**src/rtl/calc_pkg.sv**
```systemverilog
// ============================================================================
//  Module   : calc_pkg
//  Brief    : Shared key codes, lane codes and entry-FSM states for the
//             calculator game answer-entry path.
//  Revision : 1.0
// ============================================================================
`default_nettype none

package calc_pkg;

   localparam logic [3:0] KEY_A = 4'd10;
   localparam logic [3:0] KEY_B = 4'd11;
   localparam logic [3:0] KEY_C = 4'd12;
   localparam logic [3:0] KEY_D = 4'd13;
   localparam logic [3:0] KEY_E = 4'd14;
   localparam logic [3:0] KEY_F = 4'd15;

   localparam logic [1:0] LANE_NONE = 2'b00;
   localparam logic [1:0] LANE_1    = 2'b01;
   localparam logic [1:0] LANE_2    = 2'b10;
   localparam logic [1:0] LANE_3    = 2'b11;

   typedef enum logic [0:0] {
      ST_ENTRY = 1'b0,
      ST_HOLD  = 1'b1
   } state_t;

   // Submit keys A/B/C map onto lanes 1/2/3.
   function automatic logic [1:0] key_lane(input logic [3:0] code);
      logic [3:0] t;
      t = code - 4'd9;
      return t[1:0];
   endfunction

endpackage

`default_nettype wire

```
**src/rtl/keypad_scan.sv**
```systemverilog
// ============================================================================
//  Module   : keypad_scan
//  Brief    : 4x4 matrix keypad scanner with per-key debounce; emits one
//             key_valid pulse per accepted press, lowest key code wins.
//  Revision : 1.0
// ============================================================================
`default_nettype none

module keypad_scan #(
   parameter int SCAN_DIV = 1024,
   parameter int DEBOUNCE = 4
) (
   input  logic       clk,
   input  logic       rst,
   input  logic [3:0] kp_row,
   output logic [3:0] kp_col,
   output logic       key_valid,
   output logic [3:0] key_code
);

   localparam int c_div_w = (SCAN_DIV > 1) ? $clog2(SCAN_DIV) : 1;
   localparam int c_deb_w = (DEBOUNCE > 1) ? $clog2(DEBOUNCE) : 1;
   localparam logic [c_div_w-1:0] c_div_last = c_div_w'(SCAN_DIV - 1);
   localparam logic [c_deb_w-1:0] c_deb_last = c_deb_w'(DEBOUNCE - 1);

   logic [c_div_w-1:0] r_div;
   logic [1:0]         r_col;
   logic               w_sample;
   logic [15:0]        w_stable;
   logic [3:0]         w_low;
   logic               r_locked;
   logic               r_valid;
   logic [3:0]         r_code;

   // Rows are sampled on the last divider cycle, just before the column moves.
   assign w_sample = (r_div == c_div_last);
   assign kp_col   = ~(4'b0001 << r_col);

   always_ff @(posedge clk) begin
      if (rst) begin
         r_div <= '0;
         r_col <= 2'd0;
      end else if (w_sample) begin
         r_div <= '0;
         r_col <= r_col + 2'd1;
      end else begin
         r_div <= r_div + c_div_w'(1);
      end
   end

   for (genvar k = 0; k < 16; k++) begin : g_key
      localparam int         c_row = k / 4;
      localparam logic [1:0] c_col = 2'(k % 4);

      logic [c_deb_w-1:0] r_cnt;
      logic               r_stb;
      logic               w_raw;

      assign w_raw       = ~kp_row[c_row];
      assign w_stable[k] = r_stb;

      always_ff @(posedge clk) begin
         if (rst) begin
            r_cnt <= '0;
            r_stb <= 1'b0;
         end else if (w_sample && (r_col == c_col)) begin
            if (w_raw == r_stb) begin
               r_cnt <= '0;
            end else if (r_cnt == c_deb_last) begin
               r_cnt <= '0;
               r_stb <= w_raw;
            end else begin
               r_cnt <= r_cnt + c_deb_w'(1);
            end
         end
      end
   end

   always_comb begin
      w_low = 4'd0;
      for (int i = 15; i >= 0; i--) begin
         if (w_stable[i]) w_low = 4'(i);
      end
   end

   // Lock after a press; re-arm only once every key reads released.
   always_ff @(posedge clk) begin
      if (rst) begin
         r_locked <= 1'b0;
         r_valid  <= 1'b0;
         r_code   <= 4'd0;
      end else begin
         r_valid <= 1'b0;
         if (!r_locked && (|w_stable)) begin
            r_locked <= 1'b1;
            r_valid  <= 1'b1;
            r_code   <= w_low;
         end else if (r_locked && !(|w_stable)) begin
            r_locked <= 1'b0;
         end
      end
   end

   assign key_valid = r_valid;
   assign key_code  = r_code;

endmodule

`default_nettype wire

```
**src/rtl/answer_entry.sv**
```systemverilog
// ============================================================================
//  Module   : answer_entry
//  Brief    : Keypad answer entry; accumulates up to three decimal digits and
//             holds the submitted answer/lane for the slow game clock.
//             Optional signed entry enabled by defining NEG_ENTRY_EN.
//  Revision : 1.0
// ============================================================================
`default_nettype none

module answer_entry #(
   parameter int SCAN_DIV    = 1024,
   parameter int DEBOUNCE    = 4,
   parameter int HOLD_CYCLES = 131072
) (
   input  logic       clk,
   input  logic       rst,
   input  logic [3:0] kp_row,
   output logic [3:0] kp_col,
   output logic [1:0] in_line,
   output logic [7:0] in_ans,
   output logic [7:0] disp_val,
   output logic [1:0] digit_cnt
);
   import calc_pkg::*;

   localparam logic [17:0] c_hold_last = 18'(HOLD_CYCLES - 1);

   logic        w_key_valid;
   logic [3:0]  w_key_code;
   state_t      r_state, w_state_nxt;
   logic [7:0]  r_val, w_val_nxt;
   logic [1:0]  r_cnt, w_cnt_nxt;
   logic        r_neg, w_neg_nxt;
   logic [17:0] r_hold, w_hold_nxt;
   logic [1:0]  r_line, w_line_nxt;
   logic [7:0]  r_ans, w_ans_nxt;
   logic [7:0]  r_disp, w_disp_nxt;
   logic [11:0] w_prod;
   logic [11:0] w_limit;

   keypad_scan #(
      .SCAN_DIV (SCAN_DIV),
      .DEBOUNCE (DEBOUNCE)
   ) u_scan (
      .clk       (clk),
      .rst       (rst),
      .kp_row    (kp_row),
      .kp_col    (kp_col),
      .key_valid (w_key_valid),
      .key_code  (w_key_code)
   );

   assign w_prod = 12'(r_val) * 12'd10 + 12'(w_key_code);

`ifdef NEG_ENTRY_EN
   assign w_limit = r_neg ? 12'd128 : 12'd127;
`else
   assign w_limit = 12'd255;
`endif

   always_ff @(posedge clk) begin
      if (rst) begin
         r_state <= ST_ENTRY;
         r_val   <= 8'd0;
         r_cnt   <= 2'd0;
         r_neg   <= 1'b0;
         r_hold  <= 18'd0;
         r_line  <= LANE_NONE;
         r_ans   <= 8'd0;
         r_disp  <= 8'd0;
      end else begin
         r_state <= w_state_nxt;
         r_val   <= w_val_nxt;
         r_cnt   <= w_cnt_nxt;
         r_neg   <= w_neg_nxt;
         r_hold  <= w_hold_nxt;
         r_line  <= w_line_nxt;
         r_ans   <= w_ans_nxt;
         r_disp  <= w_disp_nxt;
      end
   end

   always_comb begin
      w_state_nxt = r_state;
      w_val_nxt   = r_val;
      w_cnt_nxt   = r_cnt;
      w_neg_nxt   = r_neg;
      w_hold_nxt  = r_hold;
      w_line_nxt  = r_line;
      w_ans_nxt   = r_ans;
      unique case (r_state)
         ST_ENTRY: begin
            if (w_key_valid) begin
               if (w_key_code <= 4'd9) begin
                  if ((r_cnt != 2'd3) && (w_prod <= w_limit)) begin
                     w_val_nxt = w_prod[7:0];
                     w_cnt_nxt = r_cnt + 2'd1;
                  end
               end else if (w_key_code == KEY_D) begin
                  w_val_nxt = 8'd0;
                  w_cnt_nxt = 2'd0;
                  w_neg_nxt = 1'b0;
               end else if (w_key_code == KEY_E) begin
                  // Backspacing to an empty entry also drops the sign.
                  if (r_cnt != 2'd0) begin
                     w_val_nxt = r_val / 8'd10;
                     w_cnt_nxt = r_cnt - 2'd1;
                     if (r_cnt == 2'd1) w_neg_nxt = 1'b0;
                  end
`ifdef NEG_ENTRY_EN
               end else if (w_key_code == KEY_F) begin
                  // Refuse to flip -128 to +128, which is unrepresentable.
                  if ((r_cnt != 2'd0) && (!r_neg || (r_val <= 8'd127))) begin
                     w_neg_nxt = ~r_neg;
                  end
`endif
               end else if ((w_key_code >= KEY_A) && (w_key_code <= KEY_C)) begin
                  if (r_cnt != 2'd0) begin
                     w_line_nxt  = key_lane(w_key_code);
                     w_ans_nxt   = r_neg ? (~r_val + 8'd1) : r_val;
                     w_val_nxt   = 8'd0;
                     w_cnt_nxt   = 2'd0;
                     w_neg_nxt   = 1'b0;
                     w_hold_nxt  = 18'd0;
                     w_state_nxt = ST_HOLD;
                  end
               end
            end
         end
         ST_HOLD: begin
            if (r_hold != '1) w_hold_nxt = r_hold + 18'd1;
            if (r_hold == c_hold_last) begin
               w_line_nxt  = LANE_NONE;
               w_ans_nxt   = 8'd0;
               w_state_nxt = ST_ENTRY;
            end
         end
         default: w_state_nxt = ST_ENTRY;
      endcase
      w_disp_nxt = w_neg_nxt ? (~w_val_nxt + 8'd1) : w_val_nxt;
   end

   assign in_line   = r_line;
   assign in_ans    = r_ans;
   assign disp_val  = r_disp;
   assign digit_cnt = r_cnt;

endmodule

`default_nettype wire

```
**config.mk**
```make
export PLATFORM = sky130hd
export DESIGN_NAME = answer_entry
export DESIGN_NICKNAME = d
export VERILOG_FILES = /design/src/rtl/calc_pkg.sv /design/src/rtl/keypad_scan.sv /design/src/rtl/answer_entry.sv
export SDC_FILE = /design/constraint.sdc
export NUM_CORES = 1
export LEC_CHECK = 0
export CAP_MARGIN = 20
export CORE_MARGIN = 2
export CORE_UTILIZATION = 45
export DETAILED_ROUTE_END_ITERATION = 8
export PLACE_DENSITY_LB_ADDON = 0.25
export SYNTH_ARGS = -nofsm -noshare
export SYNTH_HDL_FRONTEND = slang
export SYNTH_SLANG_ARGS = --single-unit
```
**constraint.sdc**
```tcl
create_clock -name clk -period 3.97 [get_ports clk]
set_input_delay 0.397 -clock clk [delete_from_list [all_inputs] [get_ports clk]]
set_output_delay 0.397 -clock clk [all_outputs]
set_load 0.005 [all_outputs]
```
==> impl_metrics.toml <==
[pwr]
power.static_leakage_nw = 2.963
power.ir.vdd_worst_v = 0.0002810
powerDensity_nw_per_um2 = 341.2
totalPowerFinal_mw = 2.662

[timing]
hold_violations = 0
final.setup.worst_slack_ps = 131.4
timing.clock.skew_ps = 4.833
final_period_minus_worst_setup_slack_ps = 3839
max_slew_violation_count = 0
max_slew_margin_pct = 56.39
setup_failing_eps_final = 0
final.period_utilization_pct = 96.69
tightestPinTransition_ps = 654.1
max_freq_ghz = 0.2605

[critical_path]
worst-endpoint-arrival_ps = 4130
cp.required_ps = 4260
timing.critical_path.cells = "ha_4 > ha_2 > inv_1 > fa_2 > xor2_2 > or3b_4 > nor4b_4 > nand3b_4 > buf_4 > a211oi_1 > o21ba_2 > nor3_1 > and2b_2 > or4_1"
critical_path_class = "reg2reg"
timing.critical_path.max_delay_family = "simple AND/OR/NAND/NOR gates"
setup.worst_path.start = "r_val[1]"
critical_path.reg2reg.startpoint = "r_val[1]"
crit_end = "disp_val[7]"
critical_path.n_buffers_inverters = 2
slowest_delay_ps = 500
timing.critical_path.slowest_stage_cell = "sky130_fd_sc_hd__or4_1"
reg2reg_to = "disp_val[7]"
critPathCaptureType = "flop"
worst-r2r-setup-slack_ps = 130
rr_worst_depth = 14
timing.critical_path.depth = 14
worstPathMaxFanout = 5
worst_setup_path_start_kind = "flop"

[drt]
routed_via_density = 5.665
drt_drc_violations_left = 0
firstDrtPassIters = 5
drt_iter0_markers = 291
antenna_violating_nets_post_route = 0
detail_route.wl_per_cell_microns = 15.23
postRouteWirelength_microns = 15430
dr_vias = 5739

[logic_synthesis]
synthDistinctLibCells = 74
post_synth_arst_share_pct = 0
synthesis.area_sq_um = 6551
synthesis.instances = 780
netlist.top_cell.by_area = "sky130_fd_sc_hd__dfxtp_1"
ys_top_cells_by_area = "sky130_fd_sc_hd__dfxtp_1 (35%), sky130_fd_sc_hd__ha_1 (9.0%), sky130_fd_sc_hd__a21oi_1 (6.0%), sky130_fd_sc_hd__nor2_1 (5.7%), sky130_fd_sc_hd__xor2_1 (3.9%)"
synth-warning-count = 0
syn_area_per_cell_sq_um = 8.399
synthFlopType = "sky130_fd_sc_hd__dfxtp_1"
syn_nets = 835
synth_enable_flop_cells = 0
synth_seq_area_share_pct = 34.53
post-synth-top-area-fraction_pct = 34.53
yosys_register_bits = 113

[placed_design]
placement.io_buffers = 29
gpl.final_weighted_congestion = 0.8750
dpl.hpwl_microns = 11020
pre_cts_slack_ps = -22.53
placed_standard_cell_area_sq_um = 7062

[floorplanning]
floorplan.initialDensity_pct = 45.59
floorplan.die_area_sq_um = 15540
design.portCount = 30
dieHeight_microns = 124.7
die-width_microns = 124.7
placeableCoreArea_sq_um = 14370
core.rowCount = 44

[global_routing]
antenna_found_initial = 0
track_usage_pct = 20.41
grt_pass1_vias = 5458
grt_first_pass_wirelength_microns = 26220
grt-ovfl-total = 0
grt_max_degree = 62

[clocking]
clkTransAtPathRegs_ps = 50
clock_latency_ps = 420
cts.sinks = 113
holdBufCountCts = 0
tritoncts = "built"
cts.path.max_buffers = 2
ctsHtreeMaxLevel = 4
cts_inserted_buffers = 17
ctsRootBufferMaster = "sky130_fd_sc_hd__clkbuf_16"

[cells_and_area]
layout-drive-gt1-share_pct = 13.39
final_util_pct = 54.30
design.final.nets = 872
syn2layout_area_growth_pct = 19.10
number_of_antenna_diodes = 0
final_cell_area_sq_um = 7802

[flow_run]
max-cap-violations = 0

[status]
outcome = "finished clean"

[min_path]
worst_min_path_class = "reg2reg"
[cell families after synthesis]
group / after synthesis / share of synthesized area [%]
compound gates: 184 / 19.14
xor+xnor: 56 / 7.487
fa+ha+maj: 49 / 9.587
buf+inv: 78 / 4.947
flops: 113 / 34.53
mux: 6 / 0.9549
simple gates: 294 / 23.36
[cell usage in the layout (no fill, tap or decap), drive strengths merged, types with 21 or more instances in the layout]
cell,instances
dfxtp,113
nor2,100
a21oi,79
ha,47
nand2,46
inv,38
buf,31
xor2,29
clkdlybuf4s50,28
xnor2,27
nor3,25
nand3,24
clkbuf,21
[worst min-delay path by stage]
stage                        startpoint                        to  cells past startpoint
2_1_floorplan           u_scan.r_div[0]           u_scan.r_div[0]                      1
3_3_place_gp            u_scan.r_div[0]           u_scan.r_div[0]                      1
3_5_place_dp   u_scan.g_key[8].r_cnt[1]  u_scan.g_key[8].r_cnt[1]                      2
4_1_cts        u_scan.g_key[0].r_cnt[1]  u_scan.g_key[0].r_cnt[1]                      2
5_1_grt        u_scan.g_key[8].r_cnt[1]  u_scan.g_key[8].r_cnt[1]                      2
6_report       u_scan.g_key[0].r_cnt[1]  u_scan.g_key[0].r_cnt[1]                      2
[power by group]
part | total (mW) | internal, mW | switching, mW
Sequential | 1.14 | 1.14 | 0.00234
Combinational | 0.0459 | 0.0140 | 0.0319
Clock | 1.48 | 0.948 | 0.528
[stage by stage]
step           TNS (ps)  instances  hold WS, ps
2_1_floorplan         0        780        425.8
3_3_place_gp          0        976        439.1
3_5_place_dp     -22.53        976        450.3
4_1_cts               0       1007        459.8
5_1_grt          -27.50       1013        485.4
6_report              0       1013        460.4
[per-layer routing]
metal	track usage, %	wire length, microns	up-vias
met1	25.21	6967	2764
li1	-	-	2855
met3	4.553	521	24
met4	6.742	250	0
met2	35.20	7689	96
met5	0	0	-
[flip-flops by register name, indices dropped and copies added, names as in the netlist, 4 cells and up]
register / flops
u_scan.g_key.r_cnt: 32
r_hold: 18
u_scan.g_key.r_stb: 16
u_scan.r_div: 10
in_ans: 8
r_val: 8
disp_val: 7
u_scan.key_code: 4
[final cells by class]
class | instances | area (sq um)
Tap cell | 184 | 230.2
Clock inverter | 10 | 110.1
Timing Repair Buffer | 59 | 510.5
Fill cell | 1310 | 6566
Sequential cell | 113 | 2266
Clock buffer | 21 | 460.4
Multi-Input combinational cell | 589 | 4086
Inverter | 37 | 138.9
[cells in the mapped netlist, types with 10 or more instances]
master,instances
sky130_fd_sc_hd__dfxtp_1,113
sky130_fd_sc_hd__nor2_1,100
sky130_fd_sc_hd__a21oi_1,79
sky130_fd_sc_hd__ha_1,47
sky130_fd_sc_hd__nand2_1,46
sky130_fd_sc_hd__inv_1,37
sky130_fd_sc_hd__clkbuf_1,32
sky130_fd_sc_hd__xor2_1,29
sky130_fd_sc_hd__xnor2_1,27
sky130_fd_sc_hd__nor3_1,25
sky130_fd_sc_hd__nand3_1,24
sky130_fd_sc_hd__a311oi_1,16
sky130_fd_sc_hd__nor2b_1,13
sky130_fd_sc_hd__nand2b_1,12
sky130_fd_sc_hd__nor4_1,11
sky130_fd_sc_hd__o21ai_0,11
sky130_fd_sc_hd__a211oi_1,10
sky130_fd_sc_hd__nor4b_1,10
[worst register-to-register path: stages (launching register included)]
cell and delay (ps):
sky130_fd_sc_hd__dfxtp_2 330, sky130_fd_sc_hd__ha_4 250, sky130_fd_sc_hd__ha_2 170, sky130_fd_sc_hd__inv_1 60
sky130_fd_sc_hd__fa_2 370, sky130_fd_sc_hd__xor2_2 170, sky130_fd_sc_hd__or3b_4 400, sky130_fd_sc_hd__nor4b_4 300
sky130_fd_sc_hd__nand3b_4 180, sky130_fd_sc_hd__buf_4 190, sky130_fd_sc_hd__a211oi_1 310, sky130_fd_sc_hd__o21ba_2 210
sky130_fd_sc_hd__nor3_1 60, sky130_fd_sc_hd__and2b_2 220, sky130_fd_sc_hd__or4_1 500
[what timing repair did]
| action | CTS | global route |
|---|---|---|
| gates resized for setup | 2 | 21 |
| cloned | 0 | 0 |
| setup endpoints to repair | 2 | 4 |
| setup buffers | 0 | 6 |
| pin swaps | 1 | 18 |
Power figures use the tool's default switching activity.
==> RTL edit 1 (same flow settings) <==
Add a define of `NEG_ENTRY_EN`.
--- a/src/rtl/answer_entry.sv
+++ b/src/rtl/answer_entry.sv
@@ -6,6 +6,8 @@
 //  Revision : 1.0
 // ============================================================================
 `default_nettype none
+
+`define NEG_ENTRY_EN
 
 module answer_entry #(
    parameter int SCAN_DIV    = 1024,
Check against the original RTL: same outputs for any inputs over 4 cycles, from zero or initial values and one cycle with rst high; that may be too few to reach the edited logic, so the function may still have changed.
==> RTL edit 1 against the unedited design <==
- the flow now finishes with violations (negative setup slack)
- final area is 6.6% higher
- synthesized area is 3.2% higher
- power is 0.76% higher
- sequential power hardly changed
- worst setup slack worse by 400 ps
- routed wire length is 2.4% higher
- sequential cell count stayed put
- critical endpoint is now disp_val[4]
- largest power group unchanged
==> RTL edit 1: results (changes against the unedited design) <==
- Cell count after synthesis: 824 (+5.6%)
- LEAKAGE: 3.27 nW (+11%)
- Final setup viols: 7 (+7)
- Top routing layer used: met4
- Final worst slack: -265 ps (-396 ps)
- Failing checks: negative setup slack
- Fillers: 1304 (-0.46%)
- Largest net degree at the start of global routing: 46 (-26%)
- CP max stage cell: fa_2
- Share of cells above drive strength 1: 15.8% (+2.4 points)
- Metal3 WL: 846 um (+62%)
- Synth unique cells: 71 (-4.1%)
- Final HPWL DP: 11000 um (+0.21%)
- Worst reg2reg endpoint: disp_val[4]
- Crit-path max FO: 3 (-2)
- First-pass GRT wire length: 25900 um (-1.2%)
- Placed Cells: 1038 (+6.4%)
- Worst-case reg-to-reg path depth: 20 (+6)
- GP Congestion: 0.927 (+6.0%)
- Layout Cells excl Fill: 1081 (+6.7%)
- M1 WL: 7380 um (+5.9%)
- Crit path arrival time: 4540 ps (+410 ps)
- Detail Route met2 WL: 7390 um (-3.9%)
- Via count of the first global-routing pass: 5385 (-1.3%)
- GRT met2 Usage: 31.3% (-3.9 points)
- Met3 Resource Use GR: 5.78% (+1.2 points)
- Synth area leaders: dfxtp_1 (33%), ha_1 (10%), nor2_1 (6.1%)
- Post-Syn Nets: 888 (+6.3%)
- Outcome: finished, violations left
- Worst vdd ir: 0.000324 V (+15%)
- Detailed router's first-iteration violation count: 265 (-8.9%)
- Clk_skew: 12.5 ps (+7.71 ps)
- Post-layout net count: 948 (+8.7%)
==> RTL edit 1: cell types whose count changed in the layout (fill, tap and decap cells not counted), sizes merged, moves of 5 or more <==
cell | before | now
clkinvlp | 1 | 6
buf | 31 | 58
nor4b | 11 | 4
inv | 38 | 47
ha | 47 | 56
o31a | 7 | 12
xor2 | 29 | 34
nor2 | 100 | 111
nor4 | 11 | 17
nand2 | 46 | 58
nand4b | 0 | 6
nand2b | 12 | 18
clkinv | 6 | 1
==> RTL edit 1: power by group through the flow <==
stage	clock network, W	logic (W)	registers (W)
3_5_place_dp	0	0.0000462	0.00116
5_1_grt	0.00158	0.0000512	0.00114
6_report	0.00150	0.0000461	0.00114
2_1_floorplan	0	0.0000339	0.00116
4_1_cts	0.00153	0.0000463	0.00114
3_3_place_gp	0	0.0000459	0.00116
==> RTL edit 1: worst min-delay path by stage <==
stage	from	end	slack [ps]	depth (start not counted)
after CTS	rst	u_scan.g_key[1].r_cnt[1]	450	2
after global routing	u_scan.g_key[10].r_cnt[1]	u_scan.g_key[10].r_cnt[1]	480	2
final	u_scan.g_key[10].r_cnt[1]	u_scan.g_key[10].r_cnt[1]	460	2
after detailed placement	u_scan.r_div[0]	u_scan.r_div[0]	450	1
after global placement	u_scan.r_div[0]	u_scan.r_div[0]	440	1
after floorplan	u_scan.r_div[0]	u_scan.r_div[0]	430	1
==> RTL edit 1: kinds of logic after synthesis <==
logic type | count (synthesis) | share of synthesized area (%)
simple gates | 322 | 23.7
compound gates | 175 | 17.5
flops | 113 | 33.5
buf+inv | 87 | 4.88
fa+ha+maj | 58 | 11.0
xor+xnor | 57 | 7.49
mux | 12 | 2.00
==> RTL edit 1: cell type report <==
class                           count  share of cell area [%]
Multi-Input combinational cell    624                    52.2
Sequential cell                   113                    27.3
Timing Repair Buffer               86                    8.84
Clock buffer                       18                    5.16
Tap cell                          184                    2.77
Inverter                           42                    1.90
Clock inverter                     14                    1.85
==> RTL edit 1: critical path: cells and delay by family, from the launching register on <==
family	cells	cell delay (ps)
mux	2	650
buf+inv	1	40
fa+ha+maj	5	1320
flops	1	350
xor+xnor	1	150
compound gates	3	530
simple gates	8	1080
==> RTL edit 1: metrics by stage <==
stage               area, um^2  setup slack [ps]
detailed placement        7510              -357
global route              8320              -401
global placement          7510              -195
CTS                       8200              -304
finish                    8320              -265
floorplan                 6830              -235
==> RTL edit 1: timing repair <==
action	4_1_cts	5_1_grt
resized for setup	15	20
setup endpoints to repair	9	12
hold buffers	0	0
buffers inserted	7	6
pin swaps	12	15
==> RTL edit 2 (same flow settings) <==
Made on the original files. Add an input register stage for `kp_row`, cleared by the reset; this delays it by one clock.
--- a/src/rtl/answer_entry.sv
+++ b/src/rtl/answer_entry.sv
@@ -25,6 +25,16 @@
 
    localparam logic [17:0] c_hold_last = 18'(HOLD_CYCLES - 1);
 
+   logic [3:0] kp_row_q;
+
+   always_ff @(posedge clk) begin
+      if (rst) begin
+         kp_row_q <= '0;
+      end else begin
+         kp_row_q <= kp_row;
+      end
+   end
+
    logic        w_key_valid;
    logic [3:0]  w_key_code;
    state_t      r_state, w_state_nxt;
@@ -44,7 +54,7 @@
    ) u_scan (
       .clk       (clk),
       .rst       (rst),
-      .kp_row    (kp_row),
+      .kp_row    (kp_row_q),
       .kp_col    (kp_col),
       .key_valid (w_key_valid),
       .key_code  (w_key_code)
Function: same outputs for any inputs over 10 cycles, from zero or initial values and one cycle with rst high; that may be too few to reach the edited logic, so the function may still have changed.
==> RTL edit 2 against the unedited design <==
- power grew 4.0%
- critical endpoint unchanged
- global-route usage decreased by 0.24 points
- core utilization is 1.1 points lower
- largest power group unchanged
- synthesized area up 0.19%
- fmax increased by 2.4%
- final area is 2.0% lower
- sequential cell count is 4 higher
- routed wire length shrank 1.1%
- worst setup slack better by 90 ps
==> RTL edit 2: results (changes against the unedited design) <==
- Final HPWL DP: 11200 um (+2.0%)
- Crit path arrival time: 4040 ps (-90 ps)
- Detailed router's first-iteration violation count: 379 (+30%)
- Crit-path max FO: 7 (+2)
- Drt first pass iters: 5 (unchanged)
- Clk_skew: 13.3 ps (+8.48 ps)
- Synth unique cells: 68 (-8.1%)
- Ys Warns: 0 (unchanged)
- Slew @ Worst Pin: 1020 ps (+362 ps)
- GP Congestion: 0.868 (-0.81%)
- Root Buffer Master: clkbuf_16
- Clk Latency, worst-skew pair: 420 ps (about the same)
- Worst-path clk slew: 50 ps (about the same)
- Gr usage total: 20.2% (-0.24 points)
- Fillers: 1308 (-0.15%)
- Async S/R FF share, synth: 0% (unchanged)
- IO buf count: 29 (unchanged)
- Worst-case reg-to-reg path depth: 13 (-1)
- Placed Cells: 975 (-0.10%)
- Sequential-to-total area share from yosys stat: 35.7% (+1.2 points)
- LEAKAGE: 2.87 nW (-3.0%)
- # Post-CTS Setup Buffers: 0 (unchanged)
- First-pass GRT wire length: 26100 um (-0.63%)
- ANT cells: 0 (unchanged)
- Post-CTS sizing: 0 (-2)
- Hold WC Path Type: primary input to register
- Mean area per synthesized cell: 8.30 um^2 (-1.2%)
- Layout Cells excl Fill: 1006 (-0.69%)
- Post-layout net count: 865 (-0.80%)
- Hold path cells: 2 (unchanged)
- Synth area leaders: dfxtp_1 (36%), ha_1 (9.0%), a21oi_1 (6.7%)
- CP peak stage delay: 530 ps (+30 ps)
- Outcome: completed
- Commonest cells in the synthesized netlist: dfxtp_1 (117), a21oi_1 (88), nor2_1 (87)
- Worst vdd ir: 0.000204 V (-27%)
- CP max stage cell: a2111oi_1
- Post-Syn Nets: 846 (+1.3%)
- Via Count: 5623 (-2.0%)
- H-tree Lvls: 4 (unchanged)
- Via count of the first global-routing pass: 5427 (-0.57%)
- Share of cells above drive strength 1: 7.91% (-5.5 points)
- Final wirelength: 15300 um (-1.1%)
- Largest net degree at the start of global routing: 49 (-21%)
## RTL edit 2: cell types whose count changed after synthesis, sizes merged, moves of 5 or more
cell / delta
nor3: -16
or3: +11
nand3: +5
nor2: -13
nor2b: +5
a21oi: +11
xnor2: +5
nand2: +19
o21ai: +11
xor2: -11
## RTL edit 2: where the power goes
part / total [W] / leakage, nW / internal, W / switching (W)
Sequential: 0.00119 / 0.944 / 0.00118 / 0.00000989
Clock: 0.00154 / 0.292 / 0.00100 / 0.000534
Combinational: 0.0000430 / 1.64 / 0.0000168 / 0.0000262
## RTL edit 2: through the flow
step	hold WS, ps	setup WS [ps]	area [um^2]	util [%]
CTS	245	158	7620	53.0
global placement	441	279	7020	48.9
global route	263	6.57	7650	53.2
floorplan	430	338	6560	-
detailed placement	450	187	7020	48.9
finish	259	222	7650	53.2
## RTL edit 2: path summary, 6_finish.rpt
path              startpoint     endpoint  slack, ps
hold reg to reg    in_ans[0]    in_ans[0]        460
setup / recovery    r_val[2]  disp_val[7]        220
setup reg to reg    r_val[2]  disp_val[7]        220
hold / removal           rst    in_ans[0]        260
## RTL edit 2: per-layer routing
metal | global-route usage [%] | vias to the layer above | routed length, um
li1 | - | 2853 | -
met1 | 25.2 | 2638 | 7100
met2 | 34.9 | 113 | 7450
met3 | 3.78 | 19 | 502
met4 | 6.87 | 0 | 211
met5 | 0 | - | 0
## RTL edit 2: layout make-up
type,instances,area [um^2],share of cell area (%)
Inverter,34,128,1.67
Multi-Input combinational cell,596,3950,51.7
Tap cell,184,230,3.01
Timing Repair Buffer,44,398,5.20
Clock inverter,7,95.1,1.24
Sequential cell,117,2340,30.6
Clock buffer,24,502,6.56
## RTL edit 2: cell families after synthesis
kind of cell	count (synthesis)	synth area share, %
XOR/XNOR	50	6.67
multiplexers	10	1.62
AND/OR/NAND/NOR	298	23.5
AO/OA/AOI/OAI	188	18.2
adder cells (fa/ha/maj)	50	9.72
buffers and inverters	78	4.54
flip-flops	117	35.7
## RTL edit 2: critical path, delay by kind of cell (launching register included)
kind,cells,cell delay (ps)
AOI/OAI and AO/OA,2,700
xor gates and xnor gates,1,210
adders and majority gates,3,770
buffers and inverters,1,60
DFF,1,420
muxes,1,360
and+or+nand+nor,5,1110
